**src/rtl/mux4_rr_arbiter_if.sv**
```systemverilog
// Shared channel between four requesters, the arbiter and one downstream consumer.
// The slave modport is the arbiter's view; master is the requester/consumer side.
interface mux4_rr_arbiter_if #(
    parameter int WIDTH = 8
);
    logic [3:0]         req;
    logic [4*WIDTH-1:0] in_data;
    logic [3:0]         in_ready;
    logic [3:0]         gnt;
    logic [1:0]         sel;
    logic               out_valid;
    logic [WIDTH-1:0]   out_data;
    logic               out_ready;

    modport slave (
        input  req,
        input  in_data,
        output in_ready,
        output gnt,
        output sel,
        output out_valid,
        output out_data,
        input  out_ready
    );

    modport master (
        output req,
        output in_data,
        input  in_ready,
        input  gnt,
        input  sel,
        input  out_valid,
        input  out_data,
        output out_ready
    );
endinterface

```
**src/rtl/mux4_rr_arbiter.sv**
```systemverilog
// Four-way round-robin arbiter owning a 4:1 data mux, with valid/ready flow control
// and a per-grant burst limit. One idle bubble separates consecutive grants.
module mux4_rr_arbiter #(
    parameter int WIDTH     = 8,
    parameter int MAX_BURST = 4
) (
    input  logic               clk,
    input  logic               rst,
    mux4_rr_arbiter_if.slave   bus
);
    typedef enum logic [0:0] {
        ST_IDLE = 1'b0,
        ST_BUSY = 1'b1
    } state_t;

    localparam logic [7:0] LAST_BEAT = 8'(MAX_BURST - 1);

    state_t     r_state;
    logic [1:0] r_ptr;
    logic [1:0] r_sel;
    logic [3:0] r_gnt;
    logic [7:0] r_count;

    state_t     w_state_nxt;
    logic [1:0] w_ptr_nxt;
    logic [1:0] w_sel_nxt;
    logic [3:0] w_gnt_nxt;
    logic [7:0] w_count_nxt;

    logic [2:0] w_pick;
    logic       w_req_sel;
    logic       w_xfer;
    logic       w_release;

    // Returns {found, index} of the first set request at or after ptr, wrapping mod 4.
    function automatic logic [2:0] rr_pick(input logic [3:0] req, input logic [1:0] ptr);
        logic [1:0] idx;
        logic [2:0] res;
        res = 3'b000;
        for (int k = 3; k >= 0; k--) begin
            idx = ptr + 2'(k);
            if (req[idx]) begin
                res = {1'b1, idx};
            end else begin
                res = res;
            end
        end
        return res;
    endfunction

    assign w_pick    = rr_pick(bus.req, r_ptr);
    assign w_req_sel = bus.req[r_sel];
    assign w_xfer    = (r_state == ST_BUSY) && w_req_sel && bus.out_ready;
    assign w_release = (r_state == ST_BUSY) &&
                       (!w_req_sel || (w_xfer && (r_count == LAST_BEAT)));

    // State register: reset wins mid-burst and drops any in-flight grant.
    always_ff @(posedge clk) begin
        if (rst) begin
            r_state <= ST_IDLE;
            r_ptr   <= 2'd0;
            r_sel   <= 2'd0;
            r_gnt   <= 4'b0000;
            r_count <= 8'd0;
        end else begin
            r_state <= w_state_nxt;
            r_ptr   <= w_ptr_nxt;
            r_sel   <= w_sel_nxt;
            r_gnt   <= w_gnt_nxt;
            r_count <= w_count_nxt;
        end
    end

    // Next-state logic: grant on any request in IDLE, release on req drop or burst end.
    always_comb begin
        w_state_nxt = r_state;
        w_ptr_nxt   = r_ptr;
        w_sel_nxt   = r_sel;
        w_gnt_nxt   = r_gnt;
        w_count_nxt = r_count;
        case (r_state)
            ST_IDLE: begin
                if (w_pick[2]) begin
                    w_state_nxt = ST_BUSY;
                    w_sel_nxt   = w_pick[1:0];
                    w_gnt_nxt   = 4'b0001 << w_pick[1:0];
                    w_count_nxt = 8'd0;
                end else begin
                    w_gnt_nxt   = 4'b0000;
                end
            end
            ST_BUSY: begin
                if (w_release) begin
                    // sel is kept so out_data stays in_data[sel] through the bubble.
                    w_state_nxt = ST_IDLE;
                    w_gnt_nxt   = 4'b0000;
                    w_ptr_nxt   = r_sel + 2'd1;
                    w_count_nxt = 8'd0;
                end else if (w_xfer) begin
                    w_count_nxt = r_count + 8'd1;
                end else begin
                    w_count_nxt = r_count;
                end
            end
            default: begin
                w_state_nxt = ST_IDLE;
                w_gnt_nxt   = 4'b0000;
                w_count_nxt = 8'd0;
            end
        endcase
    end

    // Output logic: mux steering and handshake derived from the registered grant.
    always_comb begin
        bus.out_data  = bus.in_data[r_sel*WIDTH +: WIDTH];
        bus.gnt       = r_gnt;
        bus.sel       = r_sel;
        bus.out_valid = 1'b0;
        bus.in_ready  = 4'b0000;
        case (r_state)
            ST_BUSY: begin
                bus.out_valid = w_req_sel;
                bus.in_ready  = r_gnt & {4{bus.out_ready}};
            end
            ST_IDLE: begin
                bus.out_valid = 1'b0;
                bus.in_ready  = 4'b0000;
            end
            default: begin
                bus.out_valid = 1'b0;
                bus.in_ready  = 4'b0000;
            end
        endcase
    end

    mux4_rr_arbiter_chk u_chk (
        .clk      (clk),
        .rst      (rst),
        .busy     (r_state == ST_BUSY),
        .gnt      (r_gnt),
        .sel      (r_sel),
        .in_ready (bus.in_ready)
    );
endmodule

// Structural invariants of the arbiter: one-hot grant only while busy, matching select.
module mux4_rr_arbiter_chk (
    input logic       clk,
    input logic       rst,
    input logic       busy,
    input logic [3:0] gnt,
    input logic [1:0] sel,
    input logic [3:0] in_ready
);
    a_gnt_onehot0: assert property (@(posedge clk) disable iff (rst) $onehot0(gnt));
    a_gnt_busy:    assert property (@(posedge clk) disable iff (rst) ((gnt != 4'b0000) == busy));
    a_ready_one:   assert property (@(posedge clk) disable iff (rst) $onehot0(in_ready));
    a_sel_match:   assert property (@(posedge clk) disable iff (rst)
                                    (!busy || (gnt == (4'b0001 << sel))));
endmodule

```
**src/flat_wrapper.sv**
```systemverilog
// flat-port wrapper written by rule: the top's interface ports become plain ports
module mux4_rr_arbiter_flat 
#(
    parameter int WIDTH     = 8,
    parameter int MAX_BURST = 4
)
  (clk, rst, bus_req, bus_in_data, bus_in_ready, bus_gnt, bus_sel, bus_out_valid, bus_out_data, bus_out_ready);
  mux4_rr_arbiter_if #(.WIDTH(WIDTH)) bus_i ();
  input  logic clk;
  input  logic rst;
  input wire logic [$bits(bus_i.req)-1:0] bus_req;
  input wire logic [$bits(bus_i.in_data)-1:0] bus_in_data;
  output wire logic [$bits(bus_i.in_ready)-1:0] bus_in_ready;
  output wire logic [$bits(bus_i.gnt)-1:0] bus_gnt;
  output wire logic [$bits(bus_i.sel)-1:0] bus_sel;
  output wire logic [$bits(bus_i.out_valid)-1:0] bus_out_valid;
  output wire logic [$bits(bus_i.out_data)-1:0] bus_out_data;
  input wire logic [$bits(bus_i.out_ready)-1:0] bus_out_ready;
  assign bus_i.req = bus_req;
  assign bus_i.in_data = bus_in_data;
  assign bus_in_ready = bus_i.in_ready;
  assign bus_gnt = bus_i.gnt;
  assign bus_sel = bus_i.sel;
  assign bus_out_valid = bus_i.out_valid;
  assign bus_out_data = bus_i.out_data;
  assign bus_i.out_ready = bus_out_ready;
  mux4_rr_arbiter #(.WIDTH(WIDTH), .MAX_BURST(MAX_BURST)) u_core (.clk(clk), .rst(rst), .bus(bus_i));
endmodule
```
**config.mk**
```make
export PLATFORM = sky130hd
export DESIGN_NAME = mux4_rr_arbiter_flat
export DESIGN_NICKNAME = d
export VERILOG_FILES = /design/src/rtl/mux4_rr_arbiter_if.sv /design/src/rtl/mux4_rr_arbiter.sv /design/src/flat_wrapper.sv
export SDC_FILE = /design/constraint.sdc
export NUM_CORES = 1
export LEC_CHECK = 0
export BUFFER_PORTS_ARGS = -buffer_cell sky130_fd_sc_hd__clkbuf_2
export CAP_MARGIN = 10
export CORE_ASPECT_RATIO = 1.25
export CORE_UTILIZATION = 25
export CTS_BUF_LIST = sky130_fd_sc_hd__clkbuf_4
export DETAILED_ROUTE_END_ITERATION = 10
export GPL_ROUTABILITY_DRIVEN = 0
export PLACE_DENSITY_LB_ADDON = 0.12
export SLEW_MARGIN = 10
export SYNTH_ARGS = -nofsm -noshare
export SYNTH_HDL_FRONTEND = slang
export SYNTH_HIERARCHICAL = 1
export SYNTH_SLANG_ARGS = --single-unit
```
**constraint.sdc**
```tcl
create_clock -name clk -period 3.6 [get_ports clk]
set_input_delay 0.72 -clock clk [delete_from_list [all_inputs] [get_ports clk]]
set_output_delay 0.72 -clock clk [all_outputs]
set_load 0.02 [all_outputs]
```
Word-level counts from Yosys, hierarchy flattened --
Index checks and enable logic that the tools add are counted.
Storage, ports and cells: flip-flop bits (word level) 17, output and inout port bits 19
Operators by class: add/sub/neg operators 5, magnitude comparators 5, equal/unequal tests 4, shifts and indexed selects 2, mux-type cells 26, bitwise gates (word level) 2, reductions and logical operators 9
Operator list (count):
- variable part select 32 x 6 -> 8 bit | 1
- two-way mux 8 bit | 3
- one-hot mux 4 bit (2 select lines) | 2
- one-hot mux 8 bit (2 select lines) | 1
- < comparator 2 x 3 -> 1 bit, second input constant | 5
- two-way mux 3 bit | 4
- binary-select mux 1 bit (select 2 bit) | 5
- adder 8 x 1 -> 8 bit, second input constant | 1
- == test 8 x 2 -> 1 bit, second input constant | 1
- two-way mux 4 bit | 2
- two-way mux 1 bit | 7
- AND reduction 2 bit | 3
- adder 2 x 1 -> 2 bit, second input constant | 2
- adder 2 bit, second input constant | 2
- bitwise AND 4 bit | 1
- logical AND 1 bit | 4
- one-hot mux 1 bit (2 select lines) | 2
- << shifter 1 x 2 -> 4 bit, first input constant | 1
- inequality test 3 bit, second input constant | 1
- inequality test 2 x 1 -> 1 bit, second input constant | 1
- inequality test 2 bit, second input constant | 1
- logical NOT 1 bit | 1
- logical OR 1 bit | 1
- NOT 1 bit | 1

Depth between registers and ports, before layout --
Gate-level depths: netlist (run 1).
depth in word-level cells 10, gate-level depth with buffers 6, depth with buffers taken out 6

Worst setup path before layout (run 1) --
OpenSTA, ideal clock, no wires.
path kind input-to-output, start input port bus_req[3], end output port bus_out_valid, arrival time 1.530 ns, data required time 2.880 ns, slack 1.350 ns, stages 2, buffers on the path 0, cells stage by stage mux4_2 and2_2
On the way: word-level cells in the longest chain between the ends 3
RTL lines:
- from (decl) | line flat_wrapper.sv:11 | input wire logic [$bits(bus_i.req)-1:0] bus_req;
- binary-select mux 1 bit (select 2 bit) | line mux4_rr_arbiter.sv:52 | assign w_req_sel = bus.req[r_sel];
- two-way mux 1 bit (not written as such) | line mux4_rr_arbiter.sv:52
- one-hot mux 1 bit (2 select lines) | line mux4_rr_arbiter.sv:120 | case (r_state)
- to (decl) | line flat_wrapper.sv:16 | output wire logic [$bits(bus_i.out_valid)-1:0] bus_out_valid;
No other way between the ends. The select of a mux whose other input is x is not followed.

Worst setup path after layout (run 1) --
start register u_core.r_sel[1] (netlist: u_core/bus.sel[1]), end output port bus_out_valid
On the way: word-level cells in the longest chain between the ends 3
RTL lines:
- from (decl) | line mux4_rr_arbiter.sv:20 | logic [1:0] r_sel;
- from (signal assigned) | line mux4_rr_arbiter.sv:68 | r_sel <= w_sel_nxt;
- binary-select mux 1 bit (select 2 bit) | line mux4_rr_arbiter.sv:52
- two-way mux 1 bit (not written as such) | line mux4_rr_arbiter.sv:52
- one-hot mux 1 bit (2 select lines) | line mux4_rr_arbiter.sv:120
No other way between the ends. The select of a mux whose other input is x is not followed.

==> impl_metrics.ini, run 1 <==
[critical_path]
timing.reg2reg.worst_path_depth = 5
crit_path_top_delay_cell = sky130_fd_sc_hd__mux4_2
critPathMaxFanout = 12
critPathRequiredTime_ps = 2880
worstSetupPathType = flip-flop to output pin
critPathMaxStageDelay_ps = 670
worst_setup_path_end_kind = output pin
timing.reg2reg.setup_slack_ps = 1510
critical_path.cell_chain = mux4_2 > and2_2 > clkbuf_2
worst_r2r_endpoint = u_core/r_count[4]$_SDFFE_PP0P_
crit_path_start_kind = flip-flop
cp.arrival_ps = 2030
regToRegStartpoint = u_core/bus.sel[1]$_SDFFE_PP0P_

[placed_design]
place_ws_ps = 1030
io_buffer_count = 57
place.detailed.hpwl_um = 2340

[logic_synthesis]
synth-simple-area-share = 0.252
ys_ff_latch = 17
synth_cell_type_count = 35
synthAdderAreaFrac = 0.0113
yosys_most_used_dff = sky130_fd_sc_hd__dfxtp_1
async_reset_ff_frac = 0
synth_warnings = 6
netlist_instances = 112
share_of_cell_area_taken_by_muxes_after_synthesis = 0.201
synth_sequential_area_ratio = 0.308
synth_fp_nets = 152
synth.avg_cell_area_um2 = 9.88
dominant_combinational_cell_family_by_area_after_synthesis = simple AND/OR/NAND/NOR gates
syn_area_mm2 = 0.00111
synth_compound_gate_area_share = 0.139
synth_enable_flop_cells = 0
synth_xor_xnor_area_share = 0.0633

[sta]
timing.hold.ws_ps = 488
fin_crit_sh = 0.763
final_hold_viol_count = 0
clock-skew-final_ps = 5.84
rsz0062_at_grt = no
worst_pin_slew_ps = 964
timing_max_transition_violations_final = 0
setup_violations = 0
period_minus_slack_ps = 2750
fmax_mhz = 364
postLayoutSetupSlackWorst_ps = 855
setup_tns_ps = 0
relSlewSlack = 0.351

[global_routing]
gr-usage-met3 = 0.0255
global_route_wire_length_before_repair_um = 4710
antenna_found_initial = 0
grt_overflow = 0
vias_in_the_first_global_route = 1051
grt_max_degree = 19
grt.busiest_layer = met2
grt_use_total = 0.132
met2_track_usage_gr = 0.212
gr-usage-met1 = 0.174

[floorplanning]
core-area_mm2 = 0.00416
floorplan.initialDensity = 0.266
chipHeight_um = 76.4
chipWidth_um = 61.5
io-pin-count = 58
num_rows = 26
dieArea_mm2 = 0.00470

[clock_network]
tritoncts_sinks = 17
post_cts_resized = 0
cts_hold_repair.buffers = 0
clock_path_buffers = 2
cts_setup_buffers = 0
worst_setup_hold_path_clk_slew_ps = 90
clock_tree.root_cell = sky130_fd_sc_hd__clkbuf_4
cts-buffers-inserted = 3
ctsHtreeMaxLevel = 1
worstSkewPairLatency_ps = 280
clock_tree_from_tritoncts = built

[routing]
drt_first_iter_violations = 30
final_ant_viol_nets = 0
routedWlPerCell_um = 12.6
totalWireLength_um = 2840
avgViaCountPerCell = 4.74
route.vias.total = 1066
drt_pass_1_iters = 4
drc = 0

[min_path]
min_path_cells = 2
holdCritPathClass = flip-flop to flip-flop
whs_endpoint = u_core/bus.gnt[3]$_SDFFE_PP0P_
min-delay-start = u_core/bus.gnt[3]$_SDFFE_PP0P_

[power_and_ir_drop]
p_int_mw = 0.324
power_switching_mw = 0.156
pwr_per_cell_area_mw_per_mm2 = 324
report.power.total_mw = 0.480
worst_ir_drop_vdd_uv = 91.7
pwr-share-seq = 0.448
comb_power_share = 0.329
static-leakage-power_nw = 0.669
p_sw_frac = 0.324
power.clock.fraction = 0.222

[final_layout]
area_delta_synth_final_pct = 33.7
filler_cell_count = 480
combined_area_of_the_multi_input_logic_cells_um2 = 738
final-seq-area_um2 = 340
final_net_count = 210
drive_gt1_frac = 0.456
n_antenna_cell = 0

[status]
outcome = finished clean

[flow_run]
maxCapViolCount = 0
[layout make-up]
type | count | area share
multi-input cells | 88 | 0.499
flip-flops and latches | 17 | 0.230
repair buffers | 58 | 0.198
well taps | 56 | 0.0474
clock buffers | 4 | 0.0203
inverters | 2 | 0.00508
[stage by stage]
step	util	area (um2)	cells
after detailed placement	0.348	1450	221
final	0.355	1480	225
after global placement	0.348	1450	221
after CTS	0.355	1480	225
after floorplan	-	1110	112
after global routing	0.355	1480	225
[flip-flops by register name (all words and copies together) (netlist names)]
register	flops
u_core/bus.sel	2
u_core/r_ptr	2
u_core/r_state	1
u_core/r_count	8
u_core/bus.gnt	4
[worst max-delay path: cells and delay by family, from the launching register on]
| family | cells | cell delay, ps |
|---|---|---|
| simple gates | 1 | 260 |
| mux | 1 | 670 |
| flops | 1 | 660 |
| buf+inv | 1 | 160 |
[cell families (layout without fill, tap and decap cells)]
kind of cell    Yosys count  after routing
compound gates           16             16
xor+xnor                  8              8
fa+ha+maj                 1              1
buf+inv                   7             64
flops                    17             17
mux                      11             11
simple gates             52             52
[synth_stat cells (3+ instances only)]
cell / count / area share
sky130_fd_sc_hd__nand3_1: 3 / 0.014
sky130_fd_sc_hd__nor2_1: 15 / 0.051
sky130_fd_sc_hd__o32ai_1: 3 / 0.024
sky130_fd_sc_hd__mux4_2: 9 / 0.18
sky130_fd_sc_hd__dfxtp_1: 17 / 0.31
sky130_fd_sc_hd__a21oi_1: 5 / 0.023
sky130_fd_sc_hd__and3_1: 6 / 0.034
sky130_fd_sc_hd__clkbuf_1: 4 / 0.014
sky130_fd_sc_hd__nor2b_1: 4 / 0.023
sky130_fd_sc_hd__nand4_1: 3 / 0.017
sky130_fd_sc_hd__nand2_1: 8 / 0.027
sky130_fd_sc_hd__xor2_1: 7 / 0.055
[metal layers]
metal  part of all wire  vias up
met5                  0        -
met4             0.0084        0
met3              0.033        2
met2               0.52       24
met1               0.44      509
li1                   -      531
[worst max-delay path by stage]
stage,start,end,slack [ps],depth (start not counted)
2_1_floorplan,bus_req[3],bus_out_valid,1350,2
4_1_cts,u_core/bus.sel[1]$_SDFFE_PP0P_,bus_out_valid,820,3
5_1_grt,u_core/bus.sel[1]$_SDFFE_PP0P_,bus_out_valid,710,3
6_report,u_core/bus.sel[1]$_SDFFE_PP0P_,bus_out_valid,850,3
3_3_place_gp,bus_req[3],bus_out_valid,1070,4
3_5_place_dp,bus_req[3],bus_out_valid,1030,4
[power by group through the flow]
stage | Clock (mW) | Combinational (mW) | Sequential [mW]
after floorplan | 0 | 0.106 | 0.215
after global placement | 0 | 0.157 | 0.219
after detailed placement | 0 | 0.160 | 0.220
after CTS | 0.115 | 0.160 | 0.215
after global routing | 0.126 | 0.172 | 0.218
final | 0.107 | 0.158 | 0.215
[cell usage in the layout, fill, tap and decap left out, types with 2 or more instances in the layout]
cell type	count
sky130_fd_sc_hd__nand4_1	3
sky130_fd_sc_hd__dfxtp_1	17
sky130_fd_sc_hd__o32ai_1	3
sky130_fd_sc_hd__inv_1	2
sky130_fd_sc_hd__a21oi_1	5
sky130_fd_sc_hd__nor2b_1	4
sky130_fd_sc_hd__nand3_1	3
sky130_fd_sc_hd__mux2i_1	2
sky130_fd_sc_hd__nor2_1	15
sky130_fd_sc_hd__clkbuf_4	4
sky130_fd_sc_hd__o21ai_0	2
sky130_fd_sc_hd__xor2_1	7
sky130_fd_sc_hd__nand2_1	8
sky130_fd_sc_hd__nor4_1	2
sky130_fd_sc_hd__or3_1	2
sky130_fd_sc_hd__and3_1	6
sky130_fd_sc_hd__mux4_2	9
sky130_fd_sc_hd__clkbuf_2	57
Note: power is estimated with default switching activity, not from simulation.
==> inputs of run 2 (changes only) <==
--- a/config.mk
+++ b/config.mk
@@ -5,6 +5,7 @@
 export SDC_FILE = /design/constraint.sdc
 export NUM_CORES = 1
 export LEC_CHECK = 0
+export ABC_AREA = 1
 export BUFFER_PORTS_ARGS = -buffer_cell sky130_fd_sc_hd__clkbuf_2
 export CAP_MARGIN = 10
 export CORE_ASPECT_RATIO = 1.25
==> constraint.sdc (replaced) <==
create_clock -name clk -period 2.21 [get_ports clk]
set_input_delay 0.442 -clock clk [delete_from_list [all_inputs] [get_ports clk]]
set_output_delay 0.442 -clock clk [all_outputs]
set_load 0.02 [all_outputs]
==> impl_metrics.ini, run 2 <==
[floorplanning]
floorplan.initialDensity = 0.264
core-area_mm2 = 0.00519
chipWidth_um = 68.2
chipHeight_um = 84.7
dieArea_mm2 = 0.00578
num_rows = 29
io-pin-count = 58

[final_layout]
area_delta_synth_final_pct = 28.6
final_net_count = 328
n_antenna_cell = 0
drive_gt1_frac = 0.286
registers.top_by_ff_count = u_core/r_count
largest_register_ffs = 8
layout_commonest_cell = sky130_fd_sc_hd__clkbuf_2
final_cell_mix = 57 x sky130_fd_sc_hd__clkbuf_2, 51 x sky130_fd_sc_hd__nand2_1, 40 x sky130_fd_sc_hd__nor2_1, 18 x sky130_fd_sc_hd__inv_1, 17 x sky130_fd_sc_hd__nand3_1

[clock_network]
clock_path_buffers = 2
tritoncts_sinks = 17
worst_setup_hold_path_clk_slew_ps = 100
clock_tree_from_tritoncts = built
clock_tree.root_cell = sky130_fd_sc_hd__clkbuf_4
cts_hold_repair.buffers = 0
cts-buffers-inserted = 3
worstSkewPairLatency_ps = 290
ctsHtreeMaxLevel = 1

[critical_path]
critPathRequiredTime_ps = 1770
worst_setup_path_startpoint = u_core/bus.sel[1]$_SDFFE_PP0P_
crit_path_top_delay_cell = sky130_fd_sc_hd__dfxtp_1
crit_family = flip-flops
worst_setup_path_end_kind = output pin
crit_buf_inv = 1
regToRegStartpoint = u_core/bus.sel[1]$_SDFFE_PP0P_
cp.arrival_ps = 1550
path_depth = 3
critPathMaxStageDelay_ps = 550
crit_path_start_kind = flip-flop
critPathMaxFanout = 11
timing.reg2reg.worst_path_depth = 7
timing.reg2reg.setup_slack_ps = 520
critical_path.cell_chain = o211ai_1 > a21oi_1 > clkbuf_2
worstSetupPathType = flip-flop to output pin
critical_path.endpoint = bus_out_valid
worst_r2r_endpoint = u_core/r_ptr[1]$_SDFFE_PP0P_

[logic_synthesis]
yosys-top-cells-area = sky130_fd_sc_hd__dfxtp_1 25%, sky130_fd_sc_hd__nand2_1 14%, sky130_fd_sc_hd__nor2_1 11%
synth_enable_flop_cells = 0
yosys_most_used_dff = sky130_fd_sc_hd__dfxtp_1
synth_fp_nets = 269
synth_cell_type_count = 26
yosys.cell_count.top_type = sky130_fd_sc_hd__nand2_1
ys_ff_latch = 17
synth_sequential_area_ratio = 0.249
syn_area_mm2 = 0.00137
synthTopCellsByCount = 51 x sky130_fd_sc_hd__nand2_1, 40 x sky130_fd_sc_hd__nor2_1, 18 x sky130_fd_sc_hd__inv_1
synth.avg_cell_area_um2 = 5.98
synth_top_area_frac = 0.249
synth_area_leader_cell = sky130_fd_sc_hd__dfxtp_1
netlist_instances = 229
async_reset_ff_frac = 0
synth_warnings = 6

[power_and_ir_drop]
pwr_per_cell_area_mw_per_mm2 = 1130
report.power.total_mw = 1.98
static-leakage-power_nw = 0.850
worst_ir_drop_vdd_uv = 367

[routing]
drt_first_iter_violations = 50
drc = 0
totalWireLength_um = 3680
route.vias.total = 1621
drt_pass_1_iters = 4
avgViaCountPerCell = 4.64
routedWlPerCell_um = 10.6
final_ant_viol_nets = 0

[sta]
timing.hold.ws_ps = 490
fmax_mhz = 503
rsz0062_at_grt = no
worst_pin_slew_ps = 361
timing_max_transition_violations_final = 0
relSlewSlack = 0.759
final_hold_viol_count = 0
period_minus_slack_ps = 1990
setup_violations = 0
setup_tns_ps = 0
clock-skew-final_ps = 3.80
fin_crit_sh = 0.899

[min_path]
holdCritPathClass = flip-flop to flip-flop
min_path_cells = 2

[flow_run]
maxCapViolCount = 0

[global_routing]
global_route_wire_length_before_repair_um = 6400
antenna_found_initial = 0
grt_max_degree = 18
grt_use_total = 0.138
grt_overflow = 0
vias_in_the_first_global_route = 1513

[placed_design]
place.detailed.hpwl_um = 2980
io_buffer_count = 57

[status]
outcome = finished clean
==> run 2: cell families after synthesis <==
kind of cell    synth area share
compound gates             0.191
xor+xnor                  0.0320
fa+ha+maj                0.00914
buf+inv                   0.0850
flops                      0.249
simple gates               0.434
==> run 2: layout make-up <==
class,count,area [um2]
inverters,22,83.8
well taps,62,77.6
clock buffers,4,30.0
multi-input cells,183,912
fillers,595,3430
flip-flops and latches,17,342
repair buffers,61,315
==> run 2: worst min-delay path by stage <==
stage	start	end	slack, ps
global route	u_core/bus.gnt[2]$_SDFFE_PP0P_	u_core/bus.gnt[2]$_SDFFE_PP0P_	510
CTS	u_core/bus.gnt[3]$_SDFFE_PP0P_	u_core/bus.gnt[3]$_SDFFE_PP0P_	490
global placement	u_core/bus.gnt[2]$_SDFFE_PP0P_	u_core/bus.gnt[2]$_SDFFE_PP0P_	470
floorplan	u_core/r_count[1]$_SDFFE_PP0P_	u_core/r_count[1]$_SDFFE_PP0P_	470
finish	u_core/bus.gnt[3]$_SDFFE_PP0P_	u_core/bus.gnt[3]$_SDFFE_PP0P_	490
detailed placement	u_core/bus.gnt[3]$_SDFFE_PP0P_	u_core/bus.gnt[3]$_SDFFE_PP0P_	480
==> run 2: worst register-to-register path, delay by kind of cell, from the launching register on <==
| family | cells | cell delay (ps) |
|---|---|---|
| flip-flops | 1 | 550 |
| AO/OA/AOI/OAI | 4 | 490 |
| AND/OR/NAND/NOR | 3 | 560 |
==> run 2: repair_timing <==
item,in CTS,in global routing
pin swaps,0,0
gates resized for setup,1,1
buffers inserted,0,0
endpoints found under the setup margin,8,8
==> run 2: layer usage <==
layer  routed length, um  GRT usage  up-vias
li1                    -          -      881
met1                1680      0.172      693
met2                1840      0.247       45
met4                  21     0.0341        0
met5                   0          0        -
met3                 141     0.0109        2
==> run 2: stage by stage <==
stage | cell area (um2) | instances | setup slack [ps] | utilization
after floorplan | 1370 | 229 | 122 | -
after global placement | 1730 | 345 | 267 | 0.333
after detailed placement | 1730 | 345 | 233 | 0.333
after CTS | 1760 | 349 | 74.2 | 0.339
after global routing | 1760 | 349 | 41.4 | 0.339
final | 1760 | 349 | 222 | 0.339
==> run 2: report_power, final <==
group / switching (mW) / internal (mW) / total, mW
clock: 0.100 / 0.0823 / 0.183
combinational: 0.869 / 0.446 / 1.32
sequential: 0.104 / 0.380 / 0.484
total: 1.07 / 0.908 / 1.98
==> inputs of run 3 (changes only) <==
--- a/config.mk
+++ b/config.mk
@@ -11,8 +11,10 @@
 export CORE_ASPECT_RATIO = 1.25
 export CORE_UTILIZATION = 25
 export CTS_BUF_LIST = sky130_fd_sc_hd__clkbuf_4
+export CTS_CLUSTER_DIAMETER = 40
 export DETAILED_ROUTE_END_ITERATION = 10
 export GPL_ROUTABILITY_DRIVEN = 0
+export GPL_TIMING_DRIVEN = 0
 export PLACE_DENSITY_LB_ADDON = 0.12
 export SLEW_MARGIN = 10
 export SYNTH_ARGS = -nofsm -noshare
==> impl_metrics.ini, run 3 (synthesis results as in run 2) <==
[flow_run]
maxCapViolCount = 0

[routing]
avgViaCountPerCell = 4.68
drt_first_iter_violations = 84
routed.top_layer = met4
drc = 0
drt_pass_1_iters = 6
routedWlPerCell_um = 10.9
drt-met1-wl_um = 1760
totalWireLength_um = 3840
dr_wl_met3_um = 109
route.vias.total = 1641
met2_wirelength_from_detailed_routing_um = 1930
final_ant_viol_nets = 0

[critical_path]
worst_setup_path_startpoint = u_core/bus.sel[0]$_SDFFE_PP0P_
timing.reg2reg.worst_path_depth = 7
crit_path_top_delay_cell = sky130_fd_sc_hd__dfxtp_2
critical_path.cell_chain = buf_4 > buf_2 > nor2_1 > o32ai_1 > clkbuf_2
worst_r2r_endpoint = u_core/r_count[5]$_SDFFE_PP0P_
crit_family = buffers and inverters
critPathMaxFanout = 10
crit_path_start_kind = flip-flop
crit_buf_inv = 3
worst_setup_path_end_kind = output pin
timing.reg2reg.setup_slack_ps = 540
worstSetupPathType = flip-flop to output pin
critPathMaxStageDelay_ps = 380
critPathRequiredTime_ps = 1770
regToRegStartpoint = u_core/bus.sel[1]$_SDFFE_PP0P_
cp.arrival_ps = 1620

[min_path]
whs_endpoint = u_core/r_count[2]$_SDFFE_PP0P_
min-delay-start = rst
holdCritPathClass = input pin to flip-flop
min_path_cells = 2

[sta]
fmax_mhz = 485
timing_max_transition_violations_final = 0
fin_crit_sh = 0.932
setup_violations = 0
clock-skew-final_ps = 5.52
period_minus_slack_ps = 2060
final_hold_viol_count = 0
rsz0062_at_grt = no
setup_tns_ps = 0
postLayoutSetupSlackWorst_ps = 149
worst_pin_slew_ps = 436
relSlewSlack = 0.709

[clock_network]
cts_setup_buffers = 0
cts-buffers-inserted = 3
worst_setup_hold_path_clk_slew_ps = 110
tritoncts_sinks = 17
clock_tree.root_cell = sky130_fd_sc_hd__clkbuf_4
clock_path_buffers = 2
ctsHtreeMaxLevel = 1
clock_tree_from_tritoncts = built
worstSkewPairLatency_ps = 300

[final_layout]
final-seq-area_um2 = 342
registers.top_by_ff_count = u_core/r_count
final_net_count = 330
drive_gt1_frac = 0.284
filler_cell_count = 609
layout_commonest_cell = sky130_fd_sc_hd__clkbuf_2
n_antenna_cell = 0
area_delta_synth_final_pct = 28.8
combined_area_of_the_multi_input_logic_cells_um2 = 912
largest_register_ffs = 8
final_cell_mix = 58 x sky130_fd_sc_hd__clkbuf_2, 51 x sky130_fd_sc_hd__nand2_1, 40 x sky130_fd_sc_hd__nor2_1, 18 x sky130_fd_sc_hd__inv_1, 17 x sky130_fd_sc_hd__nand3_1
final_core_util = 0.340

[global_routing]
grt_max_degree = 18
antenna_found_initial = 0
grt_overflow = 0
grt_use_total = 0.148
global_route_wire_length_before_repair_um = 6700
vias_in_the_first_global_route = 1575

[floorplanning]
floorplan.initialDensity = 0.264
dieArea_mm2 = 0.00578
num_rows = 29
core-area_mm2 = 0.00519
chipHeight_um = 84.7
io-pin-count = 58
chipWidth_um = 68.2

[power_and_ir_drop]
static-leakage-power_nw = 0.855
report.power.total_mw = 1.98
worst_ir_drop_vdd_uv = 399
pwr_per_cell_area_mw_per_mm2 = 1130

[placed_design]
place.detailed.hpwl_um = 3090
io_buffer_count = 57
place_ws_ps = 96.9

[status]
outcome = finished clean
-- run 3: how the worst max path moves through the flow --
| stage | endpoint | slack (ps) | depth (start not counted) |
|---|---|---|---|
| global placement | bus_out_data[1] | 90 | 6 |
| detailed placement | bus_out_data[1] | 100 | 6 |
| floorplan | bus_out_data[3] | 120 | 4 |
| CTS | bus_out_data[4] | 10 | 5 |
| finish | bus_out_data[3] | 150 | 5 |
| global route | bus_out_data[3] | 20 | 5 |
-- run 3: power breakdown --
group / internal, mW / total (mW) / switching, mW
registers: 0.380 / 0.448 / 0.0686
logic: 0.442 / 1.36 / 0.921
clock network: 0.0674 / 0.174 / 0.107
total: 0.889 / 1.98 / 1.10
-- run 3: repair_timing --
item | CTS | global route
hold buffers | 0 | 0
endpoints found under the setup margin | 8 | 8
gates resized for setup | 3 | 4
-- run 3: area by class of cell --
| class | instances | share of cell area |
|---|---|---|
| multi-input combinational | 183 | 0.517 |
| sequential | 17 | 0.194 |
| timing repair buffer | 57 | 0.162 |
| inverter | 22 | 0.0476 |
| tap | 62 | 0.0440 |
| buffer | 6 | 0.0199 |
| clock buffer | 3 | 0.0128 |
| clock inverter | 1 | 0.00284 |
-- run 3: per-layer routing --
layer	track usage	up-vias
li1	-	885
met1	0.183	712
met2	0.263	40
met3	0.00815	4
met4	0.0492	0
met5	0	-
-- run 3: through the flow --
stage | cell area (um2) | std cells | hold slack, ps
final | 1760 | 351 | 335
after global routing | 1760 | 351 | 348
after CTS | 1760 | 351 | 335
after detailed placement | 1730 | 348 | 478
after global placement | 1730 | 348 | 473
after floorplan | 1370 | 229 | 469
